### src/rtl/mux_select_sequencer_pkg.sv
// Shared definitions for the mux select sequencer: state encoding, channel
// geometry and the default long-operation mask.
package mux_seq_pkg;

    localparam int NUM_CHAN = 16;
    localparam int OP_W     = 4;
    localparam int DCNT_W   = 4;

    localparam logic [NUM_CHAN-1:0] DEFAULT_LONG_MASK = 16'hFF00;

    typedef enum logic [1:0] {
        IDLE  = 2'd0,
        DRIVE = 2'd1,
        DONE  = 2'd2
    } seq_state_t;

endpackage

### src/rtl/mux_select_sequencer_if.sv
// Command/select bundle between a command producer and the sequencer.
// The master issues opcodes and aborts; the slave drives the mux select
// and the status outputs.
interface mux_select_sequencer_if #(
    parameter int CNT_W = 8
);
    import mux_seq_pkg::*;

    logic                cmd_valid;
    logic [OP_W-1:0]     cmd_op;
    logic                cmd_ready;
    logic                abort;
    logic [NUM_CHAN-1:0] select;
    logic                acc_load;
    logic                done;
    logic                busy;
    logic [CNT_W-1:0]    op_count;

    modport master (
        output cmd_valid, cmd_op, abort,
        input  cmd_ready, select, acc_load, done, busy, op_count
    );

    modport slave (
        input  cmd_valid, cmd_op, abort,
        output cmd_ready, select, acc_load, done, busy, op_count
    );

endinterface

### src/rtl/mux_select_sequencer_decoder.sv
// Index-to-one-hot decoder for mux select buses. Purely combinational so any
// select producer can reuse it; a low enable forces the output to all-zero.
module op_onehot_decoder
    import mux_seq_pkg::*;
(
    input  logic [OP_W-1:0]     index,
    input  logic                en,
    output logic [NUM_CHAN-1:0] onehot
);

    // At most one bit is ever set, and none when disabled.
    always_comb begin
        onehot = '0;
        if (en) begin
            onehot[index] = 1'b1;
        end
    end

endmodule

### src/rtl/mux_select_sequencer.sv
// Command sequencer in front of the 16-channel one-hot mux. Accepts an opcode,
// holds the matching select for one or LONG_CYCLES cycles, strobes acc_load on
// the last drive cycle, then pulses done and bumps the completed-op counter.
module mux_select_sequencer
    import mux_seq_pkg::*;
#(
    parameter logic [NUM_CHAN-1:0] LONG_MASK   = DEFAULT_LONG_MASK,
    parameter int                  LONG_CYCLES = 4,
    parameter int                  CNT_W       = 8
)(
    input  logic                  clk,
    input  logic                  rst,
    mux_select_sequencer_if.slave bus
);

    localparam logic [DCNT_W-1:0] LONG_LOAD = DCNT_W'(LONG_CYCLES - 1);

    seq_state_t          state;
    seq_state_t          state_next;
    logic [OP_W-1:0]     op_q;
    logic [DCNT_W-1:0]   cnt_q;
    logic [CNT_W-1:0]    op_count_q;
    logic                accept;
    logic                drive_en;
    logic [NUM_CHAN-1:0] sel_dec;

    // cmd_ready is exactly "in IDLE", so a command is taken whenever one is
    // presented while idle.
    assign accept   = (state == IDLE) && bus.cmd_valid;
    assign drive_en = (state == DRIVE);

    // State register; reset drops straight back to IDLE so every decoded
    // output returns to its idle value without waiting for a clock.
    always_ff @(posedge clk or posedge rst) begin
        if (rst) begin
            state <= IDLE;
        end else begin
            state <= state_next;
        end
    end

    // Next-state: abort beats completion on the final drive cycle.
    always_comb begin
        state_next = state;
        case (state)
            IDLE: begin
                if (accept) begin
                    state_next = DRIVE;
                end
            end
            DRIVE: begin
                if (bus.abort) begin
                    state_next = IDLE;
                end else if (cnt_q == '0) begin
                    state_next = DONE;
                end
            end
            DONE: begin
                state_next = IDLE;
            end
            default: begin
                state_next = IDLE;
            end
        endcase
    end

    // Opcode latch and drive-length down-counter; the opcode is only sampled
    // on the accepting edge so the producer may change it afterwards.
    always_ff @(posedge clk or posedge rst) begin
        if (rst) begin
            op_q  <= '0;
            cnt_q <= '0;
        end else if (accept) begin
            op_q  <= bus.cmd_op;
            cnt_q <= LONG_MASK[bus.cmd_op] ? LONG_LOAD : '0;
        end else if (drive_en && (cnt_q != '0)) begin
            cnt_q <= cnt_q - DCNT_W'(1);
        end
    end

    // Completed-operation counter; aborted operations never reach DONE.
    always_ff @(posedge clk or posedge rst) begin
        if (rst) begin
            op_count_q <= '0;
        end else if (state == DONE) begin
            op_count_q <= op_count_q + CNT_W'(1);
        end
    end

    op_onehot_decoder u_decoder (
        .index  (op_q),
        .en     (drive_en),
        .onehot (sel_dec)
    );

    // Outputs decoded from state; acc_load alone also looks at abort so a
    // cancelled final cycle never triggers a capture downstream.
    always_comb begin
        bus.select    = sel_dec;
        bus.cmd_ready = (state == IDLE);
        bus.busy      = (state != IDLE);
        bus.done      = (state == DONE);
        bus.acc_load  = drive_en && (cnt_q == '0) && !bus.abort;
        bus.op_count  = op_count_q;
    end

endmodule

### src/flat_wrapper.sv
// flat-port wrapper written by rule: the top's interface ports become plain ports
module mux_select_sequencer_flat import mux_seq_pkg::*;
#(
    parameter logic [NUM_CHAN-1:0] LONG_MASK   = DEFAULT_LONG_MASK,
    parameter int                  LONG_CYCLES = 4,
    parameter int                  CNT_W       = 8
)
  (clk, rst, bus_cmd_valid, bus_cmd_op, bus_abort, bus_cmd_ready, bus_select, bus_acc_load, bus_done, bus_busy, bus_op_count);
  mux_select_sequencer_if #(.CNT_W(CNT_W)) bus_i ();
  input  logic clk;
  input  logic rst;
  input wire logic [$bits(bus_i.cmd_valid)-1:0] bus_cmd_valid;
  input wire logic [$bits(bus_i.cmd_op)-1:0] bus_cmd_op;
  input wire logic [$bits(bus_i.abort)-1:0] bus_abort;
  output wire logic [$bits(bus_i.cmd_ready)-1:0] bus_cmd_ready;
  output wire logic [$bits(bus_i.select)-1:0] bus_select;
  output wire logic [$bits(bus_i.acc_load)-1:0] bus_acc_load;
  output wire logic [$bits(bus_i.done)-1:0] bus_done;
  output wire logic [$bits(bus_i.busy)-1:0] bus_busy;
  output wire logic [$bits(bus_i.op_count)-1:0] bus_op_count;
  assign bus_i.cmd_valid = bus_cmd_valid;
  assign bus_i.cmd_op = bus_cmd_op;
  assign bus_i.abort = bus_abort;
  assign bus_cmd_ready = bus_i.cmd_ready;
  assign bus_select = bus_i.select;
  assign bus_acc_load = bus_i.acc_load;
  assign bus_done = bus_i.done;
  assign bus_busy = bus_i.busy;
  assign bus_op_count = bus_i.op_count;
  mux_select_sequencer #(.LONG_MASK(LONG_MASK), .LONG_CYCLES(LONG_CYCLES), .CNT_W(CNT_W)) u_core (.clk(clk), .rst(rst), .bus(bus_i));
endmodule
### config.mk
export PLATFORM = sky130hd
export DESIGN_NAME = mux_select_sequencer_flat
export DESIGN_NICKNAME = d
export VERILOG_FILES = /design/src/rtl/mux_select_sequencer_pkg.sv /design/src/rtl/mux_select_sequencer_if.sv /design/src/rtl/mux_select_sequencer_decoder.sv /design/src/rtl/mux_select_sequencer.sv /design/src/flat_wrapper.sv
export SDC_FILE = /design/constraint.sdc
export NUM_CORES = 1
export LEC_CHECK = 0
export ABC_AREA = 1
export CAP_MARGIN = 20
export CORE_MARGIN = 10
export CORE_UTILIZATION = 46
export CTS_BUF_LIST = sky130_fd_sc_hd__clkbuf_4
export DETAILED_ROUTE_END_ITERATION = 8
export PLACE_DENSITY = 0.84
export RECOVER_POWER = 25
export SETUP_SLACK_MARGIN = 0.2
export SLEW_MARGIN = 10
export SYNTH_ARGS = -nofsm -noshare
export SYNTH_HDL_FRONTEND = slang
export SYNTH_SLANG_ARGS = --single-unit
### constraint.sdc
create_clock -name clk -period 1.5 [get_ports clk]
set_clock_uncertainty 0.15 [all_clocks]
set_input_delay 0.225 -clock clk [delete_from_list [all_inputs] [get_ports clk]]
set_output_delay 0.225 -clock clk [all_outputs]
set_load 0.05 [all_outputs]
==> results of run 1 <==
## Yosys cell counts
library cell / count
buf_6: 2
clkinv_2: 1
dfrtp_1: 18
ha_1: 3
inv_1: 15
inv_2: 1
nand2_1: 43
nand2_2: 4
nand3_1: 10
nand3b_1: 3
nand4_1: 1
nor2_1: 13
nor2_2: 2
nor2_4: 1
nor3_1: 10
nor3_2: 1
o21ai_0: 4
xnor2_1: 1
xor2_1: 4
## stage by stage
step / cells / setup TNS [ps] / setup slack, ps / util, % / cell area, um2
floorplan: 137 / -1350 / -105 / - / 1240
global placement: 219 / -8.61 / -2.69 / 94.3 / 2050
detailed placement: 219 / -961 / -112 / 94.3 / 2050
## kinds of logic after synthesis
group           count (synthesis)  share of synthesized area, %
compound gates                  4                          1.93
xor+xnor                        5                          4.22
fa+ha+maj                       3                          3.62
buf+inv                        19                          8.44
flops                          18                          43.4
simple gates                   88                          38.4
==> impl_metrics.ini, run 1 <==
[status]
outcome = stopped before the end
stop_stage = 4_1_cts
error = [ERROR DPL-0038] Utilization greater than 100%, impossible to legalize

[clock_network]
clock-root-buffer = clkbuf_4
ctsHoldBuffers = 0
post_cts_resized = 44
clock_sinks = 18
htreeDepth = 1
numCtsBuffers = 3
clk_path_buf_depth = 2
postCtsSetupBuffers = 13

[synthesis]
ys_ff_latch = 18
synth_warnings = 0
synth.avg_cell_area_um2 = 7.57
yosysSeqAreaShare_pct = 43.4
syn_inst = 137
syn_nets = 148
synth_top_cell_area_share_pct = 43.4
synth_top_area_cell = dfrtp_1
yosys-top-cells-area = dfrtp_1, nand2_1, inv_1
syn_area_um2 = 1040
yosysUniqueCellTypes = 19

[placement]
io_buffers = 35
dp_hpwl_um = 3580
gp_congestion = 0.786

[floorplanning]
start_util_pct = 47.8
num_rows = 17
top_level_ports = 36
dieWidth_um = 67.5
die_height_um = 67.5
==> inputs of run 2 (changes only) <==
CORE_AREA = 10 10 71 73   (was unset)
CORE_MARGIN = unset   (was 10)
CORE_UTILIZATION = unset   (was 46)
CTS_BUF_LIST = unset   (was sky130_fd_sc_hd__clkbuf_4)
DIE_AREA = 0 0 81 83   (was unset)
PLACE_DENSITY = unset   (was 0.84)
PLACE_DENSITY_LB_ADDON = 0.15   (was unset)
SETUP_SLACK_MARGIN = unset   (was 0.2)
==> impl_metrics.ini, run 2 <==
[synthesis]
synth_adder_area_share_pct = 3.62
synth_ff_type = dfrtp_1
synth-edff-count = 0
yosysUniqueCellTypes = 19
synth_top_family_by_area = simple AND/OR/NAND/NOR gates
synth_common_cells = nand2_1, dfrtp_1, inv_1, nor2_1
ys_ff_latch = 18
synth.most_common_cell = nand2_1
yosysSeqAreaShare_pct = 43.4
yosys-top-cells-area = dfrtp_1, nand2_1, inv_1
synthXorXnorAreaFrac_pct = 4.22
synth_warnings = 0
synth.avg_cell_area_um2 = 7.57
synthMuxAreaShare_pct = 0
syn_inst = 137
synth-compound-area-share_pct = 1.93
synth_top_area_cell = dfrtp_1
synth_top_cell_area_share_pct = 43.4
syn_nets = 148
synthSimpleGateAreaFrac_pct = 38.4
async_reset_ff_share_pct = 100
syn_area_um2 = 1040

[clock_network]
clk_path_buf_depth = 2
clock-root-buffer = clkbuf_8
numCtsBuffers = 3
clkTransAtPathRegs_ps = 80
ctsHoldBuffers = 0
htreeDepth = 1
clock_sinks = 18
clock_latency_ps = 270
cts_tree = yes

[grt]
grt_pass1_wl_um = 5330
grt_max_degree = 19
grt_pass1_vias = 1112
antenna_found_initial = 0
gr-usage-all-layers_pct = 9.85
grt_overflow_total = 0

[drt]
vias_per_cell = 4.49
routedWlPerCell_um = 13.2
drc = 0
first_pass_iters = 4
wl_um = 3260
drtIter0Drc = 18
ant_nets = 0
num_vias = 1110

[placement]
io_buffers = 35
dp.cells = 236
gp_congestion = 0.701
place_area_um2 = 1980
dp_hpwl_um = 2600

[floorplanning]
dieWidth_um = 81
num_rows = 22
top_level_ports = 36
dieArea_um2 = 6720
core_um2 = 3630
start_util_pct = 28.5
die_height_um = 83

[final_layout]
largest_register_ffs = 8
nNetsFinal = 211
fin_cells = 247
n_antenna_cell = 0
mostFrequentLayoutCells = nand2_1, buf_12, buf_4, dfrtp_1
fin_area_um2 = 2240
utilization_pct = 61.6
drive_gt1_share_pct = 47.2
synthToLayoutAreaGrowth_pct = 116
layout_commonest_cell = nand2_1

[worst_hold_path]
holdCritPathClass = in2async

[worst_setup_path]
crit_type = reg2out
crit_arrival_ps = 1420
start_kind = flip-flop
timing.critical_path.to_type = output port
worst_ep_required_time_ps = 1120
cp_max_fo = 4

[sta]
maxSlewHeadroom_pct = 69.0
min_period_ps = 1790
max_freq_ghz = 0.558
final_max_slew_viol_count = 0
worst_slew_pin_slew_ps = 465
setup_violations = 19
setup_slack_ps = -293
finalHoldViolCount = 0
rsz0062_at_grt = true
timing.final.crit_share_pct = 120

[status]
outcome = finished with violations
violations = setup timing

[power_and_ir_drop]
ir_worst_vdd_uv = 1040
p_leak_nw = 1.04
p_switching_mw = 2.08
p_sw_share_pct = 48.1
power_mw = 4.32
p_comb_share_pct = 71.7
pwr-share-seq_pct = 18.6
p_per_area_nw_per_um2 = 1930
clkPwrFrac_pct = 9.8
intPower_mw = 2.24

[flow_run]
maxCapViolations = 0
-- run 2: cell counts after synthesis --
No cell type changed its count.
-- run 2: worst max-delay path, stage by stage (launching register included) --
cell	delay, ps
dfrtp_1	430
nor2_4	160
buf_6	140
nand3_4	130
nor2_4	160
buf_12	140
-- run 2: worst paths after layout --
kind / from / endpoint / slack (ps) / cells after the start
worst min register to register: u_core.cnt_q[0] / u_core.cnt_q[0] / 370 / 2
worst max register to register: u_core.state[0] / u_core.cnt_q[3] / 70 / 8
max in group asynchronous: rst / u_core.cnt_q[3] / 540 / 3
min in group clk: bus_cmd_op[1] / u_core.op_q[1] / 360 / 3
worst min-delay path: rst / u_core.bus.op_count[5] / 340 / 3
worst max-delay path: u_core.state[1] / bus_select[13] / -290 / 5
-- run 2: kinds of logic (layout without fill, tap and decap cells) --
family	after synthesis	in the layout
and+or+nand+nor	88	88
buffers and inverters	19	81
DFF	18	18
xor gates and xnor gates	5	5
AOI/OAI and AO/OA	4	4
adders and majority gates	3	3
-- run 2: area by class of cell --
| class | instances | area [um2] |
|---|---|---|
| clock buffers | 4 | 55.1 |
| flip-flops and latches | 18 | 450 |
| repair buffers | 60 | 860 |
| well taps | 48 | 60.1 |
| fillers | 311 | 1400 |
| multi-input cells | 100 | 731 |
| inverters | 17 | 81.3 |
-- run 2: metrics by stage --
stage	TNS, ps	hold slack [ps]	setup slack [ps]
finish	-4780	335	-293
global route	-6010	379	-354
CTS	-5080	126	-289
detailed placement	-111	348	-16.4
global placement	-21.8	342	-11.8
floorplan	-2200	13.6	-132
-- run 2: per-layer routing --
metal,vias up,global-route usage [%],wire (um)
li1,552,-,-
met1,533,10.1,1200
met2,20,17.7,1860
met3,5,3.02,151
met4,0,3.76,52
met5,-,0,0
-- run 2: power by group through the flow --
stage	logic (mW)	registers [mW]	clock network (mW)
after detailed placement	2.64	0.795	0
after global routing	3.30	0.825	0.463
after CTS	2.94	0.799	0.433
after floorplan	1.36	0.906	0
final	3.09	0.801	0.421
after global placement	2.59	0.787	0
-- run 2: timing repair --
| action | 4_1_cts | 5_1_grt |
|---|---|---|
| resized for setup | 19 | 15 |
| pin swaps | 8 | 5 |
| endpoints found under the setup margin | 20 | 29 |
| endpoints found under the hold margin | 0 | 0 |
| cloned | 1 | 0 |
| setup buffers | 4 | 3 |
Power figures use the tool's default switching activity.
==> inputs of run 3 (changes only) <==
CORE_AREA = 2 2 63 65   (was 10 10 71 73)
DIE_AREA = 0 0 65 67   (was 0 0 81 83)
GPL_ROUTABILITY_DRIVEN = 0   (was unset)
RECOVER_POWER = unset   (was 25)
==> impl_metrics.ini, run 3 (synthesized netlist as in run 2, its figures left out) <==
[flow_run]
maxCapViolations = 0

[floorplanning]
core_um2 = 3610
dieArea_um2 = 4360
start_util_pct = 28.8
dieWidth_um = 65
top_level_ports = 36
die_height_um = 67
num_rows = 22

[sta]
finalHoldViolCount = 0
min_period_ps = 1760
timing.final.crit_share_pct = 117
setup_violations = 20
max_freq_ghz = 0.569
maxSlewHeadroom_pct = 84.0
setup_slack_ps = -257
rsz0062_at_grt = true
worst_slew_pin_slew_ps = 238
fin_tns_setup_ps = -4300
final_max_slew_viol_count = 0

[worst_setup_path]
critPathMaxStageDelay_ps = 370
regToRegStartpoint = u_core.state[0]
crit_type = reg2out
start_kind = flip-flop
timing.critical_path.to_type = output port
rrSetupSlack_ps = 10
worst_ep_required_time_ps = 1120
cp_cell_sequence = inv_2, nor2_4, buf_6, nand3_4, nor2_4, buf_12
cp_max_fo = 4
cp_slowest_cell = dfrtp_1
crit_top_cell = nor2_4
reg2regPathDepth = 8
crit_arrival_ps = 1380
r2r-end = u_core.cnt_q[2]

[drt]
first_pass_iters = 4
drc = 0
routedWlPerCell_um = 12.6
num_vias = 1079
wl_um = 3050
drtIter0Drc = 25
vias_per_cell = 4.48
ant_nets = 0

[clock_network]
cts_tree = yes
clock_sinks = 18
clock_latency_ps = 250
ctsHoldBuffers = 0
htreeDepth = 1
clk_path_buf_depth = 2
clkTransAtPathRegs_ps = 70
numCtsBuffers = 3
clock-root-buffer = clkbuf_8

[final_layout]
seq_area_um2 = 450
nFillCells = 300
multi_input_area_um2 = 758
fin_cells = 241
fin_area_um2 = 2210
n_antenna_cell = 0
layout_commonest_cell = nand2_1
mostFrequentLayoutCells = nand2_1, buf_12, dfrtp_1, buf_4
largest_register_ffs = 8
drive_gt1_share_pct = 49.2
nNetsFinal = 205
synthToLayoutAreaGrowth_pct = 113

[power_and_ir_drop]
power_mw = 4.26
p_leak_nw = 1.02
ir_worst_vdd_uv = 1130
p_per_area_nw_per_um2 = 1930

[status]
violations = setup timing
outcome = finished with violations

[placement]
io_buffers = 35
dp.cells = 232
place_area_um2 = 1950
dp_hpwl_um = 2330
pre_cts_ws_ps = -67.7

[grt]
gr-usage-all-layers_pct = 14.8
grt_max_degree = 19
antenna_found_initial = 0
grt_pass1_wl_um = 4980
grt_pass1_vias = 1073
grt_overflow_total = 0

[worst_hold_path]
holdCritPathClass = in2async
==> run 3: cell count changes in the layout (fill, tap and decap cells not counted), moves of 3 or more <==
cell	delta
nand2_4	+5
nand2_1	-5
buf_6	+3
buf_4	-7
inv_2	+3
==> run 3: stage by stage <==
step | utilization (%) | hold slack, ps
floorplan | - | 13.6
global placement | 54.1 | 352
detailed placement | 54.1 | 365
CTS | 58.7 | 145
global route | 61.2 | 165
finish | 61.2 | 136
==> run 3: cell type report <==
cell class                      count  share of cell area (%)
Inverter                           17                    3.46
Clock buffer                        4                    2.49
Multi-Input combinational cell    100                    34.3
Tap cell                           48                    2.72
Sequential cell                    18                    20.4
Timing Repair Buffer               54                    36.6
==> run 3: worst max-delay path, delay by kind of cell, from the launching register on <==
| kind | cells | cell delay (ps) |
|---|---|---|
| simple gates | 3 | 440 |
| flops | 1 | 370 |
| buf+inv | 3 | 320 |
==> run 3: timing repair <==
item	CTS	global route
pin swaps	1	4
resized for setup	25	22
buffers inserted	2	3
gates cloned	0	0
endpoints found under the setup margin	22	23
==> run 3: worst max-delay path by stage <==
| stage | cells past startpoint | endpoint | startpoint |
|---|---|---|---|
| 2_1_floorplan | 4 | bus_acc_load | u_core.state[1] |
| 3_3_place_gp | 4 | bus_select[1] | u_core.op_q[2] |
| 3_5_place_dp | 4 | bus_select[8] | u_core.state[1] |
| 4_1_cts | 4 | bus_select[0] | u_core.op_q[0] |
| 5_1_grt | 6 | bus_select[8] | u_core.state[0] |
| 6_report | 6 | bus_select[8] | u_core.state[0] |
==> run 3: layer usage <==
layer	vias to the layer above	global-route usage, %	part of all wire [%]
met2	21	28.1	57
li1	542	-	-
met5	-	0	0
met3	2	3.04	3.3
met1	514	17.7	39
met4	0	1.60	0.56
==> run 3: where the power goes <==
| group | total (mW) | internal [mW] | switching [mW] |
|---|---|---|---|
| Sequential | 0.834 | 0.646 | 0.188 |
| Clock | 0.397 | 0.233 | 0.164 |
| Combinational | 3.03 | 1.29 | 1.74 |
| Total | 4.26 | 2.17 | 2.09 |
